<file path="config.mk">
export PLATFORM = sky130hd
export DESIGN_NAME = adder_arbiter
export DESIGN_NICKNAME = d
export VERILOG_FILES = /design/src/rtl/adder_arbiter.sv
export SDC_FILE = /design/constraint.sdc
export NUM_CORES = 1
export LEC_CHECK = 0
export BUFFER_PORTS_ARGS = -buffer_cell sky130_fd_sc_hd__buf_2
export CORE_AREA = 2 2 160 162
export DETAILED_ROUTE_END_ITERATION = 10
export DIE_AREA = 0 0 162 164
export SLEW_MARGIN = 25
export SYNTH_ARGS = -nofsm -noshare
export SYNTH_HDL_FRONTEND = slang
export SYNTH_SLANG_ARGS = --single-unit
export TNS_END_PERCENT = 100
</file>
<file path="constraint.sdc">
create_clock -name clk -period 2.15 [get_ports clk]
set_input_delay 0 -clock clk [delete_from_list [all_inputs] [get_ports clk]]
set_output_delay 0 -clock clk [all_outputs]
set_load 0.01 [all_outputs]
</file>
<file path="src/rtl/adder_arbiter.sv">
// Round-robin scheduler that shares one floating-point adder between N_REQ requesters.
// One operation is in flight at a time, and the result is returned only to the requester that issued it.
module adder_arbiter #(
    parameter int N_REQ = 4,
    parameter int WIDTH = 32
) (
    input  logic                   clk,
    input  logic                   rst,
    input  logic [N_REQ*WIDTH-1:0] req_a,
    input  logic [N_REQ*WIDTH-1:0] req_b,
    input  logic [N_REQ-1:0]       req_stb,
    output logic [N_REQ-1:0]       req_ack,
    output logic [WIDTH-1:0]       resp_z,
    output logic [N_REQ-1:0]       resp_stb,
    input  logic [N_REQ-1:0]       resp_ack,
    output logic [WIDTH-1:0]       adder_a,
    output logic                   adder_a_stb,
    input  logic                   adder_a_ack,
    output logic [WIDTH-1:0]       adder_b,
    output logic                   adder_b_stb,
    input  logic                   adder_b_ack,
    input  logic [WIDTH-1:0]       adder_z,
    input  logic                   adder_z_stb,
    output logic                   adder_z_ack,
    output logic                   busy
);
    localparam int GW = $clog2(N_REQ);

    typedef enum logic [1:0] {S_IDLE, S_SEND, S_WAIT, S_RESP} state_t;

    state_t           r_state, w_state_next;
    logic [GW-1:0]    r_grant, w_grant_next;
    logic [GW-1:0]    r_last, w_last_next;
    logic [WIDTH-1:0] r_op_a, w_op_a_next;
    logic [WIDTH-1:0] r_op_b, w_op_b_next;
    logic [WIDTH-1:0] r_res_z, w_res_z_next;
    logic             r_a_done, w_a_done_next;
    logic             r_b_done, w_b_done_next;
    logic [N_REQ-1:0] r_req_ack, w_req_ack_next;
    logic [N_REQ-1:0] r_resp_stb, w_resp_stb_next;
    logic             r_a_stb, w_a_stb_next;
    logic             r_b_stb, w_b_stb_next;
    logic             r_z_ack, w_z_ack_next;
    logic             r_busy, w_busy_next;

    logic [WIDTH-1:0] w_slice_a [N_REQ];
    logic [WIDTH-1:0] w_slice_b [N_REQ];

    generate
        for (genvar gi = 0; gi < N_REQ; gi++) begin : g_slice
            assign w_slice_a[gi] = req_a[gi*WIDTH +: WIDTH];
            assign w_slice_b[gi] = req_b[gi*WIDTH +: WIDTH];
        end
    endgenerate

    // Scan from last+1 upward with wrap; iterating downward lets the nearest hit win.
    logic          w_any;
    logic [GW-1:0] w_pick;
    logic [GW-1:0] w_idx;

    always_comb begin
        w_any  = 1'b0;
        w_pick = '0;
        w_idx  = '0;
        for (int k = N_REQ; k >= 1; k--) begin
            w_idx = GW'((int'(r_last) + k) % N_REQ);
            if (req_stb[w_idx]) begin
                w_any  = 1'b1;
                w_pick = w_idx;
            end
        end
    end

    logic w_a_xfer, w_b_xfer, w_z_xfer;
    assign w_a_xfer = r_a_stb & adder_a_ack;
    assign w_b_xfer = r_b_stb & adder_b_ack;
    assign w_z_xfer = r_z_ack & adder_z_stb;

    always_comb begin
        w_state_next    = r_state;
        w_grant_next    = r_grant;
        w_last_next     = r_last;
        w_op_a_next     = r_op_a;
        w_op_b_next     = r_op_b;
        w_res_z_next    = r_res_z;
        w_a_done_next   = r_a_done;
        w_b_done_next   = r_b_done;
        w_req_ack_next  = '0;
        w_resp_stb_next = r_resp_stb;
        w_a_stb_next    = r_a_stb;
        w_b_stb_next    = r_b_stb;
        w_z_ack_next    = r_z_ack;
        case (r_state)
            S_IDLE: begin
                if (w_any) begin
                    w_grant_next           = w_pick;
                    w_op_a_next            = w_slice_a[w_pick];
                    w_op_b_next            = w_slice_b[w_pick];
                    w_req_ack_next[w_pick] = 1'b1;
                    w_a_stb_next           = 1'b1;
                    w_b_stb_next           = 1'b1;
                    w_a_done_next          = 1'b0;
                    w_b_done_next          = 1'b0;
                    w_state_next           = S_SEND;
                end
            end
            S_SEND: begin
                // The two operand channels complete independently, in either order.
                if (w_a_xfer) begin
                    w_a_stb_next  = 1'b0;
                    w_a_done_next = 1'b1;
                end
                if (w_b_xfer) begin
                    w_b_stb_next  = 1'b0;
                    w_b_done_next = 1'b1;
                end
                if ((r_a_done | w_a_xfer) && (r_b_done | w_b_xfer)) begin
                    w_z_ack_next = 1'b1;
                    w_state_next = S_WAIT;
                end
            end
            S_WAIT: begin
                if (w_z_xfer) begin
                    w_res_z_next             = adder_z;
                    w_z_ack_next             = 1'b0;
                    w_resp_stb_next          = '0;
                    w_resp_stb_next[r_grant] = 1'b1;
                    w_state_next             = S_RESP;
                end
            end
            S_RESP: begin
                if (resp_ack[r_grant]) begin
                    w_resp_stb_next = '0;
                    w_last_next     = r_grant;
                    w_state_next    = S_IDLE;
                end
            end
            default: w_state_next = S_IDLE;
        endcase
        w_busy_next = (w_state_next != S_IDLE);
    end

    always_ff @(posedge clk) begin
        if (rst) begin
            r_state    <= S_IDLE;
            r_grant    <= '0;
            r_last     <= GW'(N_REQ - 1);
            r_op_a     <= '0;
            r_op_b     <= '0;
            r_res_z    <= '0;
            r_a_done   <= 1'b0;
            r_b_done   <= 1'b0;
            r_req_ack  <= '0;
            r_resp_stb <= '0;
            r_a_stb    <= 1'b0;
            r_b_stb    <= 1'b0;
            r_z_ack    <= 1'b0;
            r_busy     <= 1'b0;
        end else begin
            r_state    <= w_state_next;
            r_grant    <= w_grant_next;
            r_last     <= w_last_next;
            r_op_a     <= w_op_a_next;
            r_op_b     <= w_op_b_next;
            r_res_z    <= w_res_z_next;
            r_a_done   <= w_a_done_next;
            r_b_done   <= w_b_done_next;
            r_req_ack  <= w_req_ack_next;
            r_resp_stb <= w_resp_stb_next;
            r_a_stb    <= w_a_stb_next;
            r_b_stb    <= w_b_stb_next;
            r_z_ack    <= w_z_ack_next;
            r_busy     <= w_busy_next;
        end
    end

    assign req_ack     = r_req_ack;
    assign resp_z      = r_res_z;
    assign resp_stb    = r_resp_stb;
    assign adder_a     = r_op_a;
    assign adder_a_stb = r_a_stb;
    assign adder_b     = r_op_b;
    assign adder_b_stb = r_b_stb;
    assign adder_z_ack = r_z_ack;
    assign busy        = r_busy;

endmodule

</file>
* Word level (Yosys, flattened, before mapping)
Index checks and enable logic that the tools add are counted. Widths: inputs -> output; s select.
Word-level totals: flip-flop bits (word level) 116, input bits 301, output and inout port bits 108
Operators by class: $add $sub $neg 4, $lt $le $gt $ge 9, equal/unequal tests 9, multiplexer cells 49, bitwise gates (word level) 8, reductions and logical operators 16
Operators with widths (number):
- $bmux 32 s2 | 2
- $mux 32 | 4
- $mux 1 | 19
- $lt 2x3->1 const B | 6
- $mux 2 | 8
- $ne 2x2->1 const B | 6
- $reduce_and 3->1 | 4
- $bmux 1 s2 | 5
- $pmux 1 s2 | 5
- $mux 4 | 2
- $pmux 2 s4 | 1
- $pmux 4 s2 | 1
- $reduce_bool 2->1 | 4
- $reduce_and 2->1 | 3
- $add 2x1->2 const B | 2
- $add 2x2->2 const B | 2
- $demux 1 s2 | 2
- $eq 2x2->1 const B | 2
- $ge 2x1->1 const B | 2
- $and 1x1->1 | 3
- $ge 3x3->1 const B | 1
- $logic_and 1x1->1 | 3
- $not 2->3 | 1
- $reduce_or 3->1 | 1
- other kinds (4) | 6

* Depth between registers and ports, before layout
Gate-level depths: netlist of the first run.
word-level depth 11, gate-level depth with buffers 8, mapped depth without buffers 5

* Worst setup path after synthesis of the first run
Ideal clock, no wire load.
kind reg2reg, from register r_state[0], to register r_op_a[0], in the netlist adder_a[0], setup time 118 ps, arrival time 1457 ps, data required time 2032 ps, slack 574 ps, stages on the path, launching flop included 8, period minus slack after synthesis 1576 ps, cells stage by stage dfxtp_1 clkbuf_1 a211o_1 buf_2 buf_2 a221o_1 nand2_1 o21ai_1
Between the ends: word-level cells in the longest chain between the ends 2
RTL lines:
- start, declared | line 31 | state_t r_state, w_state_next;
- start signal, assigned | line 160 | r_state <= w_state_next;
- $logic_not 2->1 | line 93 | case (r_state)
- $reduce_and 2->1 (no source line)
- end signal, assigned | line 163 | r_op_a <= w_op_a_next;
- end, declared | line 34 | logic [WIDTH-1:0] r_op_a, w_op_a_next;
Every way passes these cells. A chain may end at the register's enable or synchronous reset.

* Final worst setup path of the first run
from register r_last[1], to register r_op_b[2], in the netlist adder_b[2]
Between the ends: word-level cells in the longest chain between the ends 11
RTL lines:
- start, declared | line 33 | logic [GW-1:0] r_last, w_last_next;
- start signal, assigned | line 147 | r_last <= GW'(N_REQ - 1);
- start signal, assigned | line 162 | r_last <= w_last_next;
- $add 2x1->2 | line 66 | w_idx = GW'((int'(r_last) + k) % N_REQ);
- $bmux 1 s2 | line 67 | if (req_stb[w_idx]) begin
- $mux 1 (not written as such) | line 67
- $mux 2 (4 in a row) | line 67
- $not 2->3 (not written as such) | line 98 | w_op_b_next = w_slice_b[w_pick];
- $bmux 32 s2 | line 98
- $mux 32 (not written as such) (2 in a row) | line 98
- end signal, assigned | line 164 | r_op_b <= w_op_b_next;
- end, declared | line 35 | logic [WIDTH-1:0] r_op_b, w_op_b_next;
Several ways; a longest one is shown, not always the timed one. The select of a mux whose other input is x is not followed.

==> reports/results.tsv, run 1 <==
metric	value	unit
status	finished, final reports clean	
Crit. Startpoint	r_last[1]	
Crit Path Max Fanout	28	
first-pass GRT wire length	45870	um
Post-synth EDFFs	0	
r2r worst-path depth	6	
total wire length	29950	um
Antenna Nets Post-Route	0	
proportion of netlist area held by the largest area contributor	0.3733	
synth cell count leaders	nand2_1 (193), dfxtp_1 (116), mux2i_1 (65)	
CTS tree	done	
Least-Margin Pin Slew	558.7	ps
register area	2323	um2
post-synthesis cell type count	40	
routed len/inst	16.97	um
die area	26570	um2
clk sinks	116	
Max Slew Vio Count	0	
synth warn	0	
Synth Flop Type	dfxtp_1	
# IOs	409	
Static Leak	5.434	nW
Gate Count Post-Synth	755	
vias in the first global route	8951	
Iter 0 DRT Violations	648	
Cell Pwr Density	604.8	nW/um2
asr flop ratio synth	0	
Cell Count Post-Placement	1448	
vias per inst	4.912	
GRT Util Overall	0.2181	
CTS Buffer Depth	2	
CTS Buf Count	17	
RD Place Congestion	0.8020	
core area	24820	um2
largest net degree at the start of global routing	53	
Nets	1721	
Rows	58	
DP HPWL	17820	um
critical path type	register to register	
die span in x	162	um
Max-Cap Viols	0	
Layout area overhead	93.60	%
post-synthesis register bit count	116	
critical path capture point type	register	
Hold Crit Depth	5	
final setup fails	0	
Overflow after GRT	0	
Non-Filler Instances	1765	
VDD IR-drop max	0.0004525	V
initial core utilization	0.2507	
CP Launch Type	register	
Final Core Density	0.4853	
Rel. slew slack	0.6275	
Root Buffer	clkbuf_16	
Clock transition at path regs	70	ps
R2R Path Start	r_last[1]	
RSZ-0062 raised after global routing	no	
Post-Syn Area	6221	um2
Worst Skew	9.226	ps
layout filler cell count	2327	
Hold Vio Cnt, Final	0	
antenna violations before repair	2	
hold_sp	req_b[86]	
Synthesized Nets	1056	
sequential share of the synthesized area	0.3733	
syn_area_per_cell	8.240	um2
# DRC	0	
total chip power	7.284	mW
final worst path period need	1870	ps
critical path required time	2440	ps
Die Ht	164	um
footprint of the multi-input gates	3550	um2
fmax	534.7	MHz
WP data arrival	2160	ps
most area-consuming cells after synthesis	dfxtp_1 (37%), nand2_1 (12%), mux2i_1 (10%)	
Synth area leader	dfxtp_1	
Setup TNS	0	ps
# H-tree levels	4	
PortBufs	408	
Initial DRT Pass Iterations	5	
Worst-Skew Late Latency	410	ps
DR vias	8670	
share of cells above drive strength 1	0.3308	
Final Cycle Share	0.8699	
top-count cell post-synth	nand2_1	
worst hold path type	input port to register	
==> registers in the layout (all words and copies together) (netlist names) <==
name and count:
adder_a 32, adder_a_stb 1, adder_b 32, adder_b_stb 1, adder_z_ack 1, busy 1
r_a_done 1, r_b_done 1, r_grant 2, r_last 2, r_state 2, req_ack 4
resp_stb 4, resp_z 32
==> worst paths after layout <==
check | slack [ps] | to
max | 280 | adder_b[2]
min | 20 | adder_b[22]
max reg2reg | 280 | adder_b[2]
min reg2reg | 450 | resp_z[30]
==> worst max-delay path, stage by stage, from the launching register on <==
cell and delay [ps]:
dfxtp_2 480, nand2b_1 140, a21oi_1 90, o221ai_4 250, buf_12 250, mux2i_1 380, o21ai_1 110
==> power breakdown <==
| group | total (mW) | switching, mW | internal [mW] | leakage [nW] |
|---|---|---|---|---|
| clock | 2.90 | 1.32 | 1.58 | 0.297 |
| combinational | 1.95 | 0.910 | 1.04 | 4.18 |
| sequential | 2.43 | 0.106 | 2.33 | 0.954 |
==> what timing repair did <==
| action | CTS | global route |
|---|---|---|
| buffers inserted | 0 | 0 |
| endpoints found under the hold margin | 101 | 0 |
| setup endpoints to repair | 0 | 1 |
| hold buffers | 283 | 0 |
| gates resized for setup | 0 | 1 |
==> stage by stage <==
step                      hold WS (ps)  setup slack (ps)  area, um2
after floorplan                  102.5             574.4       6221
after global placement           239.8             64.54       8601
after detailed placement         246.2             51.83       8601
after CTS                        4.671             40.30      12040
after global routing             22.90             115.4      12040
final                            21.02             279.7      12040
==> placed cells by master, fill, tap and decap left out, types with 16 or more instances in the layout <==
cell	netlist	final
mux2i_1	65	65
buf_4	10	16
dfxtp_1	116	115
o21a_1	60	60
buf_2	24	408
nand2_1	193	193
a21oi_1	44	44
clkbuf_16	0	17
o21ai_1	63	63
dlygate4sd3_1	0	283
a221o_1	59	59
==> layout make-up <==
cell class              count  share of cell area
diodes                      2           0.0004155
flip-flops and latches    116              0.1929
clock inverters            15             0.01486
multi-input cells         563              0.2947
inverters                   9            0.002805
repair buffers            713              0.4247
well taps                 330             0.03428
clock buffers              17             0.03532
==> cells by family after synthesis <==
family | count (synthesis) | share of synthesized area
AO/OA/AOI/OAI | 271 | 0.3091
AND/OR/NAND/NOR | 226 | 0.1442
flip-flops | 116 | 0.3733
buffers and inverters | 76 | 0.06517
multiplexers | 66 | 0.1082
==> routing by layer <==
layer  global-route usage  share of wire  vias up
met4               0.1187          0.048        0
met5                    0              0        -
met1               0.2391           0.38     3942
li1                     -              -     4058
met3              0.05480          0.077      127
met2               0.3868           0.49      543
Power figures use the tool's default switching activity.
==> run 2, diff against run 1 <==
--- a/config.mk
+++ b/config.mk
@@ -9,7 +9,7 @@
 export CORE_AREA = 2 2 160 162
 export DETAILED_ROUTE_END_ITERATION = 10
 export DIE_AREA = 0 0 162 164
-export SLEW_MARGIN = 25
+export PLACE_DENSITY = 0.55
 export SYNTH_ARGS = -nofsm -noshare
 export SYNTH_HDL_FRONTEND = slang
 export SYNTH_SLANG_ARGS = --single-unit
==> run 2 against run 1 <==
Via count is 1.5% lower. Sequential power hardly changed. Count of clock-buffer cells in the layout stayed put. Core utilization is 0.18 points higher. Register-to-register slack better by 30 ps. Combinational power hardly changed. Fmax is 1.5% higher. Clock skew is 0.93 ps higher. Sequential cell count stayed put. Sequential share of layout area is 0.072 points lower. Critical path type unchanged. Largest power group unchanged.
==> reports/results.tsv, run 2 (same netlist as run 1, synthesis figures left out) <==
metric	value	unit	change
status	finished, final reports clean		unchanged
worst hold path type	input port to register		unchanged
antenna violations before repair	3		was 2
grt met3 use	0.06263		was 0.05480
most frequent cells in the layout	buf_2 (408), dlygate4sd3_1 (288), nand2_1 (193), dfxtp_1 (115), mux2i_1 (65)		was buf_2 (408), dlygate4sd3_1 (283), nand2_1 (193), dfxtp_1 (115), mux2i_1 (65)
# IOs	409		unchanged
Max Slew Vio Count	0		unchanged
GRT Util Overall	0.2134		was 0.2181
grt met2 use	0.3766		was 0.3868
Root Buffer	clkbuf_16		unchanged
# DRC	0		unchanged
Non-Filler Instances	1767		was 1765
Top delay family on crit path	flip-flops		unchanged
clk sinks	116		unchanged
core area	24820	um2	unchanged
final worst slack	306.8	ps	was 279.7 ps
CTS tree	done		unchanged
Layout area overhead	94.33	%	was 93.60%
critical path capture point type	register		unchanged
post-CTS setup buffer count	0		unchanged
Static Leak	5.437	nW	was 5.434 nW
RD Place Congestion	0.7974		was 0.8020
PortBufs	408		unchanged
Crit-path slowest cell	dfxtp_2		unchanged
Nets	1723		was 1721
Setup TNS	0	ps	unchanged
initial core utilization	0.2507		unchanged
Final Cycle Share	0.8573		was 0.8699
routed len/inst	16.83	um	was 16.97 um
grt met1 use	0.2402		was 0.2391
Hold Vio Cnt, Final	0		unchanged
register area	2323	um2	unchanged
Rel. slew slack	0.6289		was 0.6275
CTS Buf Count	17		unchanged
final worst path period need	1843	ps	was 1870 ps
share of cells above drive strength 1	0.3282		was 0.3308
Die Ht	164	um	unchanged
Cell Pwr Density	597.2	nW/um2	was 604.8 nW/um2
most common cell after layout, fill and taps aside	buf_2		unchanged
Largest stage delay, worst path	480	ps	about the same
CTS Buffer Depth	2		unchanged
footprint of the multi-input gates	3550	um2	unchanged
busiest grt layer	met2		unchanged
CP Launch Type	register		unchanged
Cell Count Post-Placement	1445		was 1448
CP bufs+invs	1		unchanged
DP HPWL	17810	um	was 17820 um
Least-Margin Pin Slew	556.6	ps	was 558.7 ps
Cell Chain, Critical Path	nand2b_1 -> a21oi_1 -> o221ai_4 -> buf_12 -> mux2i_1 -> o21ai_1		unchanged
die area	26570	um2	unchanged
RSZ-0062 raised after global routing	no		unchanged
WP data arrival	2130	ps	was 2160 ps
Worst-Skew Late Latency	410	ps	about the same
Iter 0 DRT Violations	647		was 648
Rows	58		unchanged
Place WS	157.5	ps	was 51.83 ps
Max-Cap Viols	0		unchanged
Initial DRT Pass Iterations	5		unchanged
first-pass GRT wire length	45110	um	was 45870 um
Antenna Nets Post-Route	0		unchanged
fmax	542.5	MHz	was 534.7 MHz
Final Core Density	0.4871		was 0.4853
Clock transition at path regs	70	ps	about the same
# H-tree levels	4		unchanged
vias in the first global route	8759		was 8951
die span in x	162	um	unchanged
Worst Skew	10.16	ps	was 9.226 ps
layout filler cell count	2351		was 2327
total wire length	29750	um	was 29950 um
critical path required time	2440	ps	about the same
vias per inst	4.835		was 4.912
Crit Path Max Fanout	27		was 28
DR vias	8543		was 8670
VDD IR-drop max	0.0005542	V	was 0.0004525 V
critical path type	register to register		unchanged
final setup fails	0		unchanged
largest net degree at the start of global routing	69		was 53
Overflow after GRT	0		unchanged
[run 2: changes by cell type in the layout (fill, tap and decap cells not counted)]
cell / before / now
clkinv_4: 1 / 2
inv_8: 7 / 6
clkinv_8: 4 / 2
clkinvlp_4: 0 / 2
dlygate4sd3_1: 283 / 288
buf_4: 16 / 10
buf_12: 6 / 9
[run 2: worst register-to-register path, cell delays in order (launching register included)]
cell and delay, ps:
dfxtp_2 480, nand2b_1 150, a21oi_1 100, o221ai_4 260
buf_12 270, mux2i_1 360, o21ai_1 100
[run 2: path summary, 6_finish.rpt]
path                                  start     endpoint  slack [ps]  cells after the start
worst min register to register   resp_z[11]   resp_z[11]         450                      2
worst min-delay path            adder_z_stb  adder_z_ack          20                      4
worst max register to register    r_last[1]   adder_b[1]         310                      6
worst max-delay path              r_last[1]   adder_b[1]         310                      6
[run 2: where the power goes]
group | leakage [nW] | switching (mW) | total [mW] | internal, mW
sequential | 0.954 | 0.0996 | 2.43 | 2.33
combinational | 4.20 | 0.909 | 1.97 | 1.06
clock | 0.282 | 1.27 | 2.83 | 1.55
[run 2: cell type report]
cell class	count	area share
diodes	2	0.0004140
clock buffers	17	0.03519
clock inverters	15	0.01314
inverters	9	0.002794
multi-input cells	563	0.2936
flip-flops and latches	116	0.1922
well taps	330	0.03415
repair buffers	715	0.4285
[run 2: what timing repair did]
| action | 4_1_cts | 5_1_grt |
|---|---|---|
| gates resized for setup | 0 | 1 |
| hold buffers | 288 | 0 |
| endpoints found under the hold margin | 100 | 0 |
| endpoints found under the setup margin | 0 | 1 |
[run 2: through the flow]
step | total power, mW | instance area, um2 | hold WS [ps]
global placement | 3.968 | 8616 | 240.3
floorplan | 3.299 | 6221 | 102.5
global route | 7.575 | 12090 | 39.15
detailed placement | 3.981 | 8616 | 245.9
finish | 7.220 | 12090 | 22.12
CTS | 7.294 | 12080 | 9.441
[run 2: routing by layer]
metal  wire [um]  part of all wire
met5          11           0.00037
met4         873             0.029
met3        2430             0.082
met2       14620              0.49
met1       11810              0.40
==> run 3, diff against run 2 <==
==> config.mk (replaced) <==
export PLATFORM = sky130hd
export DESIGN_NAME = adder_arbiter
export DESIGN_NICKNAME = d
export VERILOG_FILES = /design/src/rtl/adder_arbiter.sv
export SDC_FILE = /design/constraint.sdc
export NUM_CORES = 1
export LEC_CHECK = 0
export BUFFER_PORTS_ARGS = -buffer_cell sky130_fd_sc_hd__buf_4
export CORE_AREA = 4 4 158 160
export DETAILED_ROUTE_END_ITERATION = 10
export DIE_AREA = 0 0 162 164
export PLACE_DENSITY = 0.58
export SYNTH_ARGS = -nofsm -noshare
export SYNTH_HDL_FRONTEND = slang
export SYNTH_SLANG_ARGS = --single-unit
export TNS_END_PERCENT = 100
==> run 3 against run 2 <==
Sequential share of layout area shrank 1.6 points. Core utilization is 7.6 points higher. Hold slack better by 2.8 ps. Global-route usage grew 1.2 points. Clock power grew 9.5%. Routed wire length increased by 6.2%. Setup slack worse by 120 ps. Largest cell class unchanged. First-iteration DRC count down 13%. Sequential cell count stayed put. Critical path type unchanged.
==> reports/results.tsv, run 3 (same netlist as run 1, synthesis figures left out) <==
metric	value	unit	change
status	finished, final reports clean		unchanged
Hold Vio Cnt, Final	0		unchanged
CTS Buffer Depth	2		unchanged
final setup fails	0		unchanged
Switching Share	0.2918		was 0.3161
Root Buffer	clkbuf_16		unchanged
RSZ-0062 raised after global routing	no		unchanged
vias per inst	4.815		was 4.835
RD Place Congestion	0.7912		was 0.7974
Worst-Skew Late Latency	410	ps	about the same
WP data arrival	2260	ps	was 2130 ps
critical path required time	2450	ps	was 2440 ps
total chip power	7.778	mW	was 7.220 mW
Die Ht	164	um	unchanged
DR vias	8484		was 8543
Iter 0 DRT Violations	560		was 647
Layout area overhead	111.7	%	was 94.33%
CP Launch Type	register		unchanged
DP HPWL	19550	um	was 17810 um
critical path capture point type	register		unchanged
critical path type	register to register		unchanged
Combinational Power Share	0.287		was 0.272
Seq pwr share	0.314		was 0.336
die span in x	162	um	unchanged
Overflow after GRT	0		unchanged
die area	26570	um2	unchanged
Setup TNS	0	ps	unchanged
final worst path period need	1962	ps	was 1843 ps
antenna violations before repair	4		was 3
routed len/inst	17.93	um	was 16.83 um
Nets	1727		was 1723
Static Leak	5.763	nW	was 5.437 nW
Least-Margin Pin Slew	656.6	ps	was 556.6 ps
share of cells above drive strength 1	0.3287		was 0.3282
total wire length	31600	um	was 29750 um
Antenna Nets Post-Route	0		unchanged
worst hold path type	input port to register		unchanged
VDD IR-drop max	0.0004422	V	was 0.0005542 V
most frequent cells in the layout	buf_4 (422), dlygate4sd3_1 (289), nand2_1 (193), dfxtp_1 (116), mux2i_1 (65)		was buf_2 (408), dlygate4sd3_1 (288), nand2_1 (193), dfxtp_1 (115), mux2i_1 (65)
clk sinks	116		unchanged
PortBufs	408		unchanged
CTS Buf Count	17		unchanged
# IOs	409		unchanged
GRT Util Overall	0.2256		was 0.2134
Max-Cap Viols	0		unchanged
Rows	56		was 58
post-CTS setup buffer count	0		unchanged
Psw	2.269	mW	was 2.282 mW
Int Pwr	5.509	mW	was 4.938 mW
most common cell after layout, fill and taps aside	buf_4		was buf_2
Clk network pwr share	0.399		was 0.392
Final Cycle Share	0.9126		was 0.8573
# H-tree levels	4		unchanged
Cell Pwr Density	590.7	nW/um2	was 597.2 nW/um2
Initial DRT Pass Iterations	6		was 5
first-pass GRT wire length	47750	um	was 45110 um
Crit Path Max Fanout	36		was 27
Place WS	194.9	ps	was 157.5 ps
Max Slew Vio Count	0		unchanged
final worst slack	187.8	ps	was 306.8 ps
Rel. slew slack	0.5576		was 0.6289
Clock transition at path regs	70	ps	about the same
Final Core Density	0.5627		was 0.4871
largest net degree at the start of global routing	61		was 69
# DRC	0		unchanged
vias in the first global route	8694		was 8759
CTS tree	done		unchanged
initial core utilization	0.2658		was 0.2507
core area	23400	um2	was 24820 um2
fmax	509.6	MHz	was 542.5 MHz
Worst Skew	10.83	ps	was 10.16 ps
==> run 3: cell count changes in the layout (fill, tap and decap cells not counted), moves of 2 or more <==
| cell | change |
|---|---|
| buf_2 | -408 |
| inv_6 | +2 |
| bufinv_16 | +3 |
| diode_2 | +2 |
| clkinv_8 | -2 |
| buf_4 | +412 |
==> run 3: final cells by class <==
cell class,instances,area (um2)
Timing Repair Buffer,719,6221
Fill cell,2068,10230
Sequential cell,116,2322
Multi-Input combinational cell,563,3550
Antenna cell,4,10.01
Clock buffer,17,425.4
Tap cell,319,399.1
Inverter,9,33.78
Clock inverter,15,206.4
==> run 3: path summary, 6_finish.rpt <==
check             slack (ps)     endpoint  depth (start not counted)        from
hold reg to reg          450   resp_z[19]                          2  resp_z[19]
setup / recovery         190  adder_a[22]                          6   r_last[1]
hold / removal            20  adder_b[11]                          4  req_b[107]
setup reg to reg         190  adder_a[22]                          6   r_last[1]
==> run 3: through the flow <==
stage	hold WS (ps)	instance area, um2	std cells
global route	25.51	13170	1762
detailed placement	255.8	9633	1437
CTS	1.980	13160	1758
finish	24.94	13170	1762
floorplan	102.5	6221	755
global placement	246.7	9633	1437
==> run 3: power by group through the flow <==
| stage | registers (mW) | clock network, mW | logic (mW) |
|---|---|---|---|
| floorplan | 2.54 | 0 | 0.757 |
| global placement | 2.48 | 0 | 1.75 |
| detailed placement | 2.49 | 0 | 1.76 |
| CTS | 2.44 | 3.21 | 2.21 |
| global route | 2.46 | 3.31 | 2.39 |
| finish | 2.44 | 3.10 | 2.23 |
==> run 3: critical path, stage by stage, from the launching register on <==
cell      delay [ps]
dfxtp_1          620
nand2b_1         170
a21oi_1          100
o221ai_4         270
buf_12           300
mux2i_1          280
o21ai_1           90
==> run 3: per-layer routing <==
layer	up-vias	track usage	part of all wire	wire (um)
met3	86	0.06424	0.071	2244
met4	0	0.09112	0.035	1113
li1	4081	-	-	-
met5	-	0	0	0
met1	3908	0.2580	0.40	12510
met2	409	0.3973	0.50	15730
==> run 3: timing repair <==
| item | CTS | global route |
|---|---|---|
| hold buffers | 289 | 0 |
| gates resized for setup | 0 | 0 |
| hold endpoints to repair | 102 | 0 |
